--- config.mk ---
export PLATFORM = sky130hd
export DESIGN_NAME = if_fetch_unit
export DESIGN_NICKNAME = d
export VERILOG_FILES = /design/src/rtl/if_fetch_unit.sv
export SDC_FILE = /design/constraint.sdc
export NUM_CORES = 1
export LEC_CHECK = 0
export BUFFER_PORTS_ARGS = -buffer_cell sky130_fd_sc_hd__buf_4
export CAP_MARGIN = 20
export CORE_MARGIN = 2
export CORE_UTILIZATION = 43
export DETAILED_ROUTE_END_ITERATION = 8
export HOLD_SLACK_MARGIN = 0.15
export SYNTH_ARGS = -nofsm -noshare
export SYNTH_HDL_FRONTEND = slang
export SYNTH_SLANG_ARGS = --single-unit
--- constraint.sdc ---
create_clock -name clock -period 5.6 [get_ports clock]
set_clock_uncertainty 0.05 [all_clocks]
set_input_delay 0.84 -clock clock [delete_from_list [all_inputs] [get_ports clock]]
set_output_delay 0.84 -clock clock [all_outputs]
set_load 0.02 [all_outputs]
--- src/rtl/if_fetch_unit.sv ---
// rtl/if_fetch_unit.sv - instruction fetch stage and producer side of the IF/ID register
// Optional macro IF_FETCH_PERF_EN adds saturating perf_fetched/perf_dropped counters.
module if_fetch_unit #(
    parameter logic [63:0] RESET_PC = 64'h0,
    parameter int          DEPTH    = 2
) (
    input  logic        clock,
    input  logic        reset,
    output logic        imem_req_valid,
    input  logic        imem_req_ready,
    output logic [63:0] imem_req_addr,
    input  logic        imem_resp_valid,
    input  logic [31:0] imem_resp_data,
    input  logic        redirect_valid,
    input  logic [63:0] redirect_pc,
    output logic        ifid_valid,
    input  logic        ifid_ready,
    output logic [63:0] ifid_pc,
    output logic [31:0] ifid_instruction
`ifdef IF_FETCH_PERF_EN
    ,
    output logic [31:0] perf_fetched,
    output logic [31:0] perf_dropped
`endif
);
    localparam int AW = (DEPTH > 1) ? $clog2(DEPTH) : 1;
    localparam int CW = $clog2(DEPTH + 1);

    logic [63:0]   pc_q, pc_d;
    logic [CW-1:0] outstanding_q, outstanding_d;
    logic [CW-1:0] drop_cnt_q, drop_cnt_d;

    logic [63:0]   pq_mem_q [DEPTH];
    logic [63:0]   pq_mem_d [DEPTH];
    logic [AW-1:0] pq_wr_q, pq_wr_d, pq_rd_q, pq_rd_d;

    logic [63:0]   fifo_pc_q    [DEPTH];
    logic [63:0]   fifo_pc_d    [DEPTH];
    logic [31:0]   fifo_instr_q [DEPTH];
    logic [31:0]   fifo_instr_d [DEPTH];
    logic [AW-1:0] fifo_wr_q, fifo_wr_d, fifo_rd_q, fifo_rd_d;
    logic [CW-1:0] fifo_cnt_q, fifo_cnt_d;

    logic credit_ok, req_fire, resp_keep, resp_drop, pop;

    always_comb begin
        // Credits cover both in-flight requests and buffered pairs, so the FIFO never overflows.
        credit_ok        = ({1'b0, outstanding_q} + {1'b0, fifo_cnt_q}) < (CW+1)'(DEPTH);
        imem_req_valid   = reset && !redirect_valid && credit_ok;
        imem_req_addr    = pc_q;
        req_fire         = imem_req_valid && imem_req_ready;
        ifid_valid       = (fifo_cnt_q != '0);
        ifid_pc          = fifo_pc_q[fifo_rd_q];
        ifid_instruction = fifo_instr_q[fifo_rd_q];
        pop              = ifid_valid && ifid_ready;
        resp_keep        = imem_resp_valid && !redirect_valid && (drop_cnt_q == '0);
        resp_drop        = imem_resp_valid && !resp_keep;
    end

    always_comb begin
        pc_d          = pc_q;
        pq_mem_d      = pq_mem_q;
        pq_wr_d       = pq_wr_q;
        pq_rd_d       = pq_rd_q;
        fifo_pc_d     = fifo_pc_q;
        fifo_instr_d  = fifo_instr_q;
        fifo_wr_d     = fifo_wr_q;
        fifo_rd_d     = fifo_rd_q;
        drop_cnt_d    = drop_cnt_q;
        outstanding_d = outstanding_q + CW'(req_fire) - CW'(imem_resp_valid);

        if (req_fire) begin
            pq_mem_d[pq_wr_q] = pc_q;
            pq_wr_d           = pq_wr_q + 1'b1;
            pc_d              = pc_q + 64'd4;
        end

        if (resp_keep) begin
            fifo_pc_d[fifo_wr_q]    = pq_mem_q[pq_rd_q];
            fifo_instr_d[fifo_wr_q] = imem_resp_data;
            fifo_wr_d               = fifo_wr_q + 1'b1;
            pq_rd_d                 = pq_rd_q + 1'b1;
        end

        if (pop) begin
            fifo_rd_d = fifo_rd_q + 1'b1;
        end
        fifo_cnt_d = fifo_cnt_q + CW'(resp_keep) - CW'(pop);

        if (imem_resp_valid && (drop_cnt_q != '0)) begin
            drop_cnt_d = drop_cnt_q - 1'b1;
        end

        // Every request still in flight after this edge belongs to the abandoned path.
        if (redirect_valid) begin
            pc_d       = redirect_pc;
            pq_rd_d    = pq_wr_q;
            fifo_rd_d  = fifo_wr_q;
            fifo_cnt_d = '0;
            drop_cnt_d = outstanding_d;
        end
    end

    always_ff @(posedge clock or negedge reset) begin
        if (!reset) begin
            pc_q          <= RESET_PC;
            outstanding_q <= '0;
            drop_cnt_q    <= '0;
            pq_wr_q       <= '0;
            pq_rd_q       <= '0;
            fifo_wr_q     <= '0;
            fifo_rd_q     <= '0;
            fifo_cnt_q    <= '0;
            for (int i = 0; i < DEPTH; i++) begin
                pq_mem_q[i]     <= '0;
                fifo_pc_q[i]    <= '0;
                fifo_instr_q[i] <= '0;
            end
        end else begin
            pc_q          <= pc_d;
            outstanding_q <= outstanding_d;
            drop_cnt_q    <= drop_cnt_d;
            pq_wr_q       <= pq_wr_d;
            pq_rd_q       <= pq_rd_d;
            fifo_wr_q     <= fifo_wr_d;
            fifo_rd_q     <= fifo_rd_d;
            fifo_cnt_q    <= fifo_cnt_d;
            pq_mem_q      <= pq_mem_d;
            fifo_pc_q     <= fifo_pc_d;
            fifo_instr_q  <= fifo_instr_d;
        end
    end

`ifdef IF_FETCH_PERF_EN
    logic [31:0] perf_fetched_q, perf_fetched_d;
    logic [31:0] perf_dropped_q, perf_dropped_d;
    logic [CW:0] drop_inc;
    logic [32:0] drop_sum;

    always_comb begin
        // A pair handed over in the redirect cycle is fetched, not flushed.
        drop_inc = {{CW{1'b0}}, resp_drop};
        if (redirect_valid) begin
            drop_inc = drop_inc + {1'b0, fifo_cnt_q} - {{CW{1'b0}}, pop};
        end
        drop_sum       = {1'b0, perf_dropped_q} + {{(32-CW){1'b0}}, drop_inc};
        perf_dropped_d = drop_sum[32] ? 32'hFFFF_FFFF : drop_sum[31:0];
        perf_fetched_d = perf_fetched_q;
        if (pop && (perf_fetched_q != 32'hFFFF_FFFF)) begin
            perf_fetched_d = perf_fetched_q + 32'd1;
        end
    end

    always_ff @(posedge clock or negedge reset) begin
        if (!reset) begin
            perf_fetched_q <= '0;
            perf_dropped_q <= '0;
        end else begin
            perf_fetched_q <= perf_fetched_d;
            perf_dropped_q <= perf_dropped_d;
        end
    end

    assign perf_fetched = perf_fetched_q;
    assign perf_dropped = perf_dropped_q;
`endif

endmodule
==> flow_metrics.py, run 1 <==
metrics = {
    "finish": {
        "nets": 1876,
        "layout-drive-gt1-share": 0.361,
        "fin_cells": 2331,
        "nFillCells": 3646,
        "register_area_mm2": 0.00987,
        "syn_to_final_growth_pct": 22.1,
        "multi_input_area_mm2": 0.00748,
        "fin_area_mm2": 0.0217,
        "final_util": 0.531,
        "antenna_cells": 0,
    },
    "floorplan": {
        "core_area_mm2": 0.0408,
        "start_util": 0.435,
        "std_cell_rows": 74,
        "die_w_um": 207,
        "die_height_um": 207,
        "die-area_mm2": 0.0429,
        "pin_count": 264,
    },
    "detailed_routing": {
        "vias": 12717,
        "drtIter0Drc": 728,
        "wl_per_cell_um": 20.1,
        "dr.pass1.iters": 6,
        "routed_wl_um": 46800,
        "drc": 0,
        "detail_route.vias_per_cell": 5.46,
        "final_antenna_net_count": 0,
    },
    "worst_setup_path": {
        "cp_max_fo": 48,
        "crit_start": "reset",
        "crit_path_start_kind": "primary input",
        "worstSetupEndpointType": "flop",
        "critPathArrivalTime_ps": 4360,
        "reg2reg_from": "outstanding_q[0]$_DFF_PN0_",
        "critical_path_class": "in -> reg",
        "required_ps": 6040,
    },
    "placed_design": {
        "place_ws_ps": 1690,
        "place.gp.congestion": 0.773,
        "hpwl_um": 30900,
        "io_buffers": 263,
        "placed_cells": 2250,
        "place_area_mm2": 0.0202,
    },
    "sta": {
        "final.min_clock_period_ps": 3920,
        "worstMarginPinSlew_ps": 1080,
        "setup-violations-final": 0,
        "layout_setup_ws_ps": 1680,
        "fin_crit_sh": 0.700,
        "fin_tns_setup_ps": 0,
        "hold_viol": 0,
        "holdWs_ps": 420,
        "grt_setup_unrepaired": "false",
        "slew_headroom": 0.281,
        "finalMaxSlewViolations": 0,
        "max_freq_ghz": 0.255,
    },
    "hold_path": {
        "worstHoldPathType": "reg -> reg",
        "hp-start": "fifo_pc_q[46]$_DFFE_PN0P_",
    },
    "clock_network": {
        "cts_tree": "yes",
        "path_clk_slew_ps": 60,
        "htreeDepth": 2,
        "cts_buffer_depth": 3,
        "clk_latency_ps": 570,
        "numClockSinks": 394,
        "clock-root-buffer": "clkbuf_16",
        "cts_buffers": 44,
    },
    "global_route": {
        "grt_pass1_wl_um": 74600,
        "antenna_found_initial": 0,
        "grt.overflow.total": 0,
        "grt_pass1_vias": 12775,
        "grt_use_total": 0.218,
        "grt_max_degree": 78,
    },
    "yosys": {
        "syn_avg_cell_area_um2": 11.5,
        "async_flop_share": 1.00,
        "syn_inst": 1546,
        "ys.warnings.count": 0,
        "ys_ff_latch": 394,
        "syn-num-nets": 1655,
        "synth_edf_count": 0,
        "ys.flop_type": "dfrtp_1",
        "synth_cell_type_count": 45,
        "yosysSeqAreaShare": 0.555,
        "syn_area_mm2": 0.0178,
    },
    "job": {
        "drv_cap": 0,
    },
    "pwr": {
        "power_mw": 12.4,
        "powerDensity_mw_per_mm2": 574,
        "p_leak_nw": 9.91,
        "irDropWorstVdd_v": 0.000285,
    },
    "status": {
        "outcome": "completed",
    },
}
[power by group]
part           internal, mW  leakage (nW)  switching (mW)  total, mW
clock network          1.73         0.732            1.16       2.89
registers              4.06          4.89           0.799       4.86
logic                  2.32          4.28            2.37       4.69
[worst max-delay path, stage by stage]
cell	delay, ps
dlygate4sd3_1	570
buf_8	350
nor4b_1	360
and2_2	210
buf_4	430
inv_2	430
ha_1	410
inv_1	40
ha_1	180
xnor2_1	170
xnor2_1	160
nand2_1	70
o21ai_0	90
[sequential cells by signal (all words and copies together), names as in the netlist]
| register | flops |
|---|---|
| pq_rd_q | 1 |
| outstanding_q | 2 |
| imem_req_addr | 64 |
| pq_wr_q | 1 |
| fifo_cnt_q | 2 |
| pq_mem_q | 128 |
| fifo_pc_q | 128 |
| drop_cnt_q | 2 |
| fifo_wr_q | 1 |
| fifo_rd_q | 1 |
| fifo_instr_q | 64 |
[synth_stat cells, types with 9 or more instances]
cell | number | area share
dfrtp_1 | 394 | 0.56
mux2_2 | 279 | 0.18
nand2_1 | 170 | 0.036
o21ai_0 | 120 | 0.034
nor2_1 | 97 | 0.021
clkbuf_1 | 89 | 0.019
a21oi_1 | 81 | 0.023
mux2i_1 | 68 | 0.038
nand3_1 | 23 | 0.0065
nand4_1 | 18 | 0.0063
o311ai_0 | 17 | 0.0084
a221o_1 | 15 | 0.0085
buf_1 | 14 | 0.0030
inv_1 | 14 | 0.0030
a31oi_1 | 13 | 0.0046
and4_1 | 12 | 0.0059
nor3_1 | 11 | 0.0031
a32oi_1 | 9 | 0.0044
nor4_1 | 9 | 0.0032
[layout by cell type (no fill, tap or decap), types with 5 or more instances in the layout]
| cell type | synthesis | layout |
|---|---|---|
| a21o_1 | 6 | 6 |
| a21oi_1 | 81 | 81 |
| a221o_1 | 15 | 15 |
| a22oi_1 | 7 | 7 |
| a31oi_1 | 13 | 13 |
| a32oi_1 | 9 | 9 |
| and2_1 | 7 | 6 |
| and3_1 | 7 | 7 |
| and4_1 | 12 | 12 |
| buf_4 | 0 | 278 |
| clkbuf_1 | 89 | 6 |
| clkbuf_16 | 0 | 45 |
| clkbuf_8 | 0 | 13 |
| clkinv_2 | 0 | 9 |
| dfrtp_1 | 394 | 392 |
| ha_1 | 6 | 6 |
| inv_1 | 14 | 13 |
| mux2_2 | 279 | 279 |
| mux2i_1 | 68 | 68 |
| nand2_1 | 170 | 168 |
| nand2b_1 | 7 | 6 |
| nand3_1 | 23 | 23 |
| nand3b_1 | 5 | 5 |
| nand4_1 | 18 | 18 |
| nor2_1 | 97 | 95 |
| nor2b_1 | 6 | 6 |
| nor3_1 | 11 | 11 |
| nor4_1 | 9 | 8 |
| o211ai_1 | 7 | 7 |
| o21ai_0 | 120 | 120 |
| o311ai_0 | 17 | 17 |
| xnor2_1 | 6 | 6 |
[path summary, 6_finish.rpt]
path,end,slack (ps),depth (start not counted)
max,drop_cnt_q[1]$_DFFE_PN0P_,1680,13
min,fifo_pc_q[46]$_DFFE_PN0P_,420,2
max reg2reg,drop_cnt_q[1]$_DFFE_PN0P_,1900,13
min reg2reg,fifo_pc_q[46]$_DFFE_PN0P_,420,2
max in group asynchronous,pq_mem_q[93]$_DFFE_PN0P_,2560,4
min in group asynchronous,fifo_instr_q[2]$_DFFE_PN0P_,730,2
[area by class of cell]
class                           count  share of cell area
Clock inverter                     14             0.00606
Multi-Input combinational cell   1030               0.345
Timing Repair Buffer              283              0.0998
Clock buffer                       64              0.0612
Tap cell                          532              0.0307
Inverter                           14             0.00242
Sequential cell                   394               0.455
[metal layers]
metal | track usage | routed length, um | vias up | part of all wire
li1 | - | - | 5968 | -
met5 | 0 | 0 | - | 0
met4 | 0.0534 | 1020 | 0 | 0.022
met2 | 0.342 | 21500 | 304 | 0.46
met1 | 0.311 | 22000 | 6382 | 0.47
met3 | 0.0458 | 2300 | 63 | 0.049
[cells by family after synthesis]
family / count (synthesis) / share of synthesized area
compound gates: 279 / 0.0930
mux: 347 / 0.215
flops: 394 / 0.555
buf+inv: 122 / 0.0261
simple gates: 388 / 0.101
fa+ha+maj: 7 / 0.00535
xor+xnor: 9 / 0.00444
[repair_timing]
item / CTS / global route
hold endpoints to repair: 44 / 0
hold buffers: 1 / 0
resized for setup: 0 / 0
buffers inserted: 0 / 0
Note: power is estimated with default switching activity, not from simulation.
==> inputs of run 2 (changes only) <==
- ABC_AREA: unset -> 1
- clock period: 5.6 -> 4.01 ns (I/O delays scaled with it)
==> run 2 against run 1 <==
Effect of this change: power up 37%; register-to-register slack worse by 740 ps; synthesized cell count grew 63%; critical endpoint is now ifid_pc[24]; largest cell class unchanged.
==> flow_metrics.py, run 2 <==
metrics = {
    "pwr": {
        "powerDensity_mw_per_mm2": 751,
        "p_leak_nw": 11.7,
        "power.share.clock": 0.237,
        "p_sw_frac": 0.395,
        "power_mw": 17.1,
        "irDropWorstVdd_v": 0.000354,
        "p_seq_frac": 0.387,
        "p_sw_mw": 6.75,
        "p_comb_frac": 0.376,
        "p_int_mw": 10.3,
    },
    "yosys": {
        "yosysSeqAreaShare": 0.523,
        "ys_ff_latch": 394,
        "syn_avg_cell_area_um2": 7.46,
        "syn_area_mm2": 0.0188,
        "syn-num-nets": 2634,
        "synth_cell_type_count": 31,
        "synth_edf_count": 0,
        "synth_top_area_frac": 0.523,
        "synth_area_leaders": "dfrtp_1, nand2_1, o21ai_0, inv_1, nor2_1",
        "synth_top_cells_by_count": "nand2_1, dfrtp_1, o21ai_0",
        "syn_inst": 2525,
        "synth_top_area_cell": "dfrtp_1",
        "ys.warnings.count": 0,
        "ys.flop_type": "dfrtp_1",
        "synth.most_common_cell": "nand2_1",
        "async_flop_share": 1.00,
    },
    "worst_setup_path": {
        "path_cells": "buf_4 > nand2_1 > o21ai_0 > buf_4",
        "cpPeakStageDelay_ps": 840,
        "cp_num_buf_inv": 2,
        "critical_path_class": "reg -> out",
        "worstSetupEndpointType": "primary output",
        "crit_path_top_delay_cell": "dfrtp_4",
        "cpLargestDelayFamily": "flip-flops",
        "crit_path_end": "ifid_pc[24]",
        "cpMostUsedCell": "buf_4",
        "reg2reg_from": "fifo_cnt_q[0]$_DFF_PN0_",
        "crit_path_start_kind": "flop",
        "critPathArrivalTime_ps": 2330,
        "ff2ff_setup_slack_ps": 1160,
        "required_ps": 3360,
        "reg2reg_to": "drop_cnt_q[1]$_DFFE_PN0P_",
        "crit_start": "fifo_rd_q$_DFFE_PN0P_",
        "crit_cells": 4,
        "cp_max_fo": 66,
        "rr_worst_depth": 12,
    },
    "placed_design": {
        "place.gp.congestion": 0.900,
        "place_area_mm2": 0.0213,
        "io_buffers": 263,
        "place_ws_ps": 1140,
        "placed_cells": 3275,
        "hpwl_um": 40700,
    },
    "sta": {
        "fin_tns_setup_ps": 0,
        "layout_setup_ws_ps": 1030,
        "holdWs_ps": 200,
        "hold_viol": 0,
        "worstMarginPinSlew_ps": 993,
        "final.min_clock_period_ps": 2980,
        "max_freq_ghz": 0.335,
        "setup-violations-final": 0,
        "slew_headroom": 0.338,
        "finalMaxSlewViolations": 0,
        "grt_setup_unrepaired": "false",
        "fin_crit_sh": 0.744,
    },
    "floorplan": {
        "start_util": 0.436,
        "die_w_um": 213,
        "die_height_um": 213,
        "pin_count": 264,
        "std_cell_rows": 76,
        "core_area_mm2": 0.0432,
        "die-area_mm2": 0.0455,
    },
    "hold_path": {
        "worstHoldPathType": "in -> reg",
        "hp-start": "redirect_pc[10]",
    },
    "job": {
        "drv_cap": 0,
    },
    "clock_network": {
        "cts_tree": "yes",
        "clock-root-buffer": "clkbuf_16",
        "post_cts_resized": 0,
        "htreeDepth": 2,
        "cts_buffers": 44,
        "post_cts.repair.setup_buffers": 0,
        "clk_latency_ps": 560,
        "numClockSinks": 394,
        "cts_buffer_depth": 3,
        "path_clk_slew_ps": 60,
    },
    "global_route": {
        "grt.overflow.total": 0,
        "grt_max_degree": 94,
        "grt_use_total": 0.257,
        "antenna_found_initial": 0,
        "grt_pass1_vias": 15803,
        "grt_pass1_wl_um": 90000,
    },
    "finish": {
        "final_cell_mix": "nand2_1, dfrtp_1, o21ai_0",
        "final_common_cell": "nand2_1",
        "fin_area_mm2": 0.0227,
        "fin_cells": 3354,
        "layout-drive-gt1-share": 0.134,
        "syn_to_final_growth_pct": 20.7,
        "nets": 2846,
        "antenna_cells": 0,
        "final_util": 0.527,
        "top_regs": "fifo_pc_q: 128 flops, pq_mem_q: 128 flops",
    },
    "detailed_routing": {
        "drc": 0,
        "dr.pass1.iters": 8,
        "routed_wl_um": 57900,
        "vias": 16629,
        "drtIter0Drc": 1316,
        "final_antenna_net_count": 0,
        "detail_route.vias_per_cell": 4.96,
        "wl_per_cell_um": 17.3,
    },
    "status": {
        "outcome": "completed",
    },
}
-- run 2: worst min-delay path, stage by stage --
cell,delay (ps)
buf_4,80
nand2_1,40
o221ai_1,50
-- run 2: how the worst min path moves through the flow --
stage	to	cells past startpoint	slack, ps
3_3_place_gp	fifo_instr_q[24]$_DFFE_PN0P_	1	390
4_1_cts	imem_req_addr[10]$_DFFE_PN0P_	3	180
2_1_floorplan	drop_cnt_q[0]$_DFFE_PN0P_	0	260
5_1_grt	imem_req_addr[10]$_DFFE_PN0P_	3	200
6_report	imem_req_addr[10]$_DFFE_PN0P_	3	200
3_5_place_dp	fifo_instr_q[24]$_DFFE_PN0P_	1	390
-- run 2: metal layers --
| layer | wire length [um] | global-route usage |
|---|---|---|
| met4 | 1140 | 0.0594 |
| met2 | 24700 | 0.375 |
| met1 | 28700 | 0.398 |
| met5 | 0 | 0 |
| met3 | 3490 | 0.0416 |
-- run 2: cell type report --
type / count / area (um2)
repair buffers: 290 / 2220
clock inverters: 14 / 173
multi-input cells: 1768 / 7580
fillers: 4257 / 20400
clock buffers: 64 / 1270
well taps: 585 / 732
inverters: 239 / 897
flip-flops and latches: 394 / 9860
-- run 2: cell families (layout without fill, tap and decap cells) --
logic type	after synthesis	count (layout)	synth area share
flops	394	394	0.523
simple gates	1320	1320	0.270
fa+ha+maj	7	7	0.00505
buf+inv	363	607	0.0755
compound gates	417	417	0.115
xor+xnor	24	24	0.0112
-- run 2: repair_timing --
item,4_1_cts,5_1_grt
endpoints found under the setup margin,0,0
hold buffers,1,0
hold endpoints to repair,17,0
-- run 2: power by group through the flow --
stage / combinational (mW) / clock, mW / sequential, mW
final: 6.42 / 4.05 / 6.61
after global routing: 7.18 / 4.32 / 6.81
after CTS: 6.48 / 4.15 / 6.59
after detailed placement: 6.45 / 0 / 6.65
after global placement: 6.32 / 0 / 6.60
after floorplan: 3.92 / 0 / 6.45
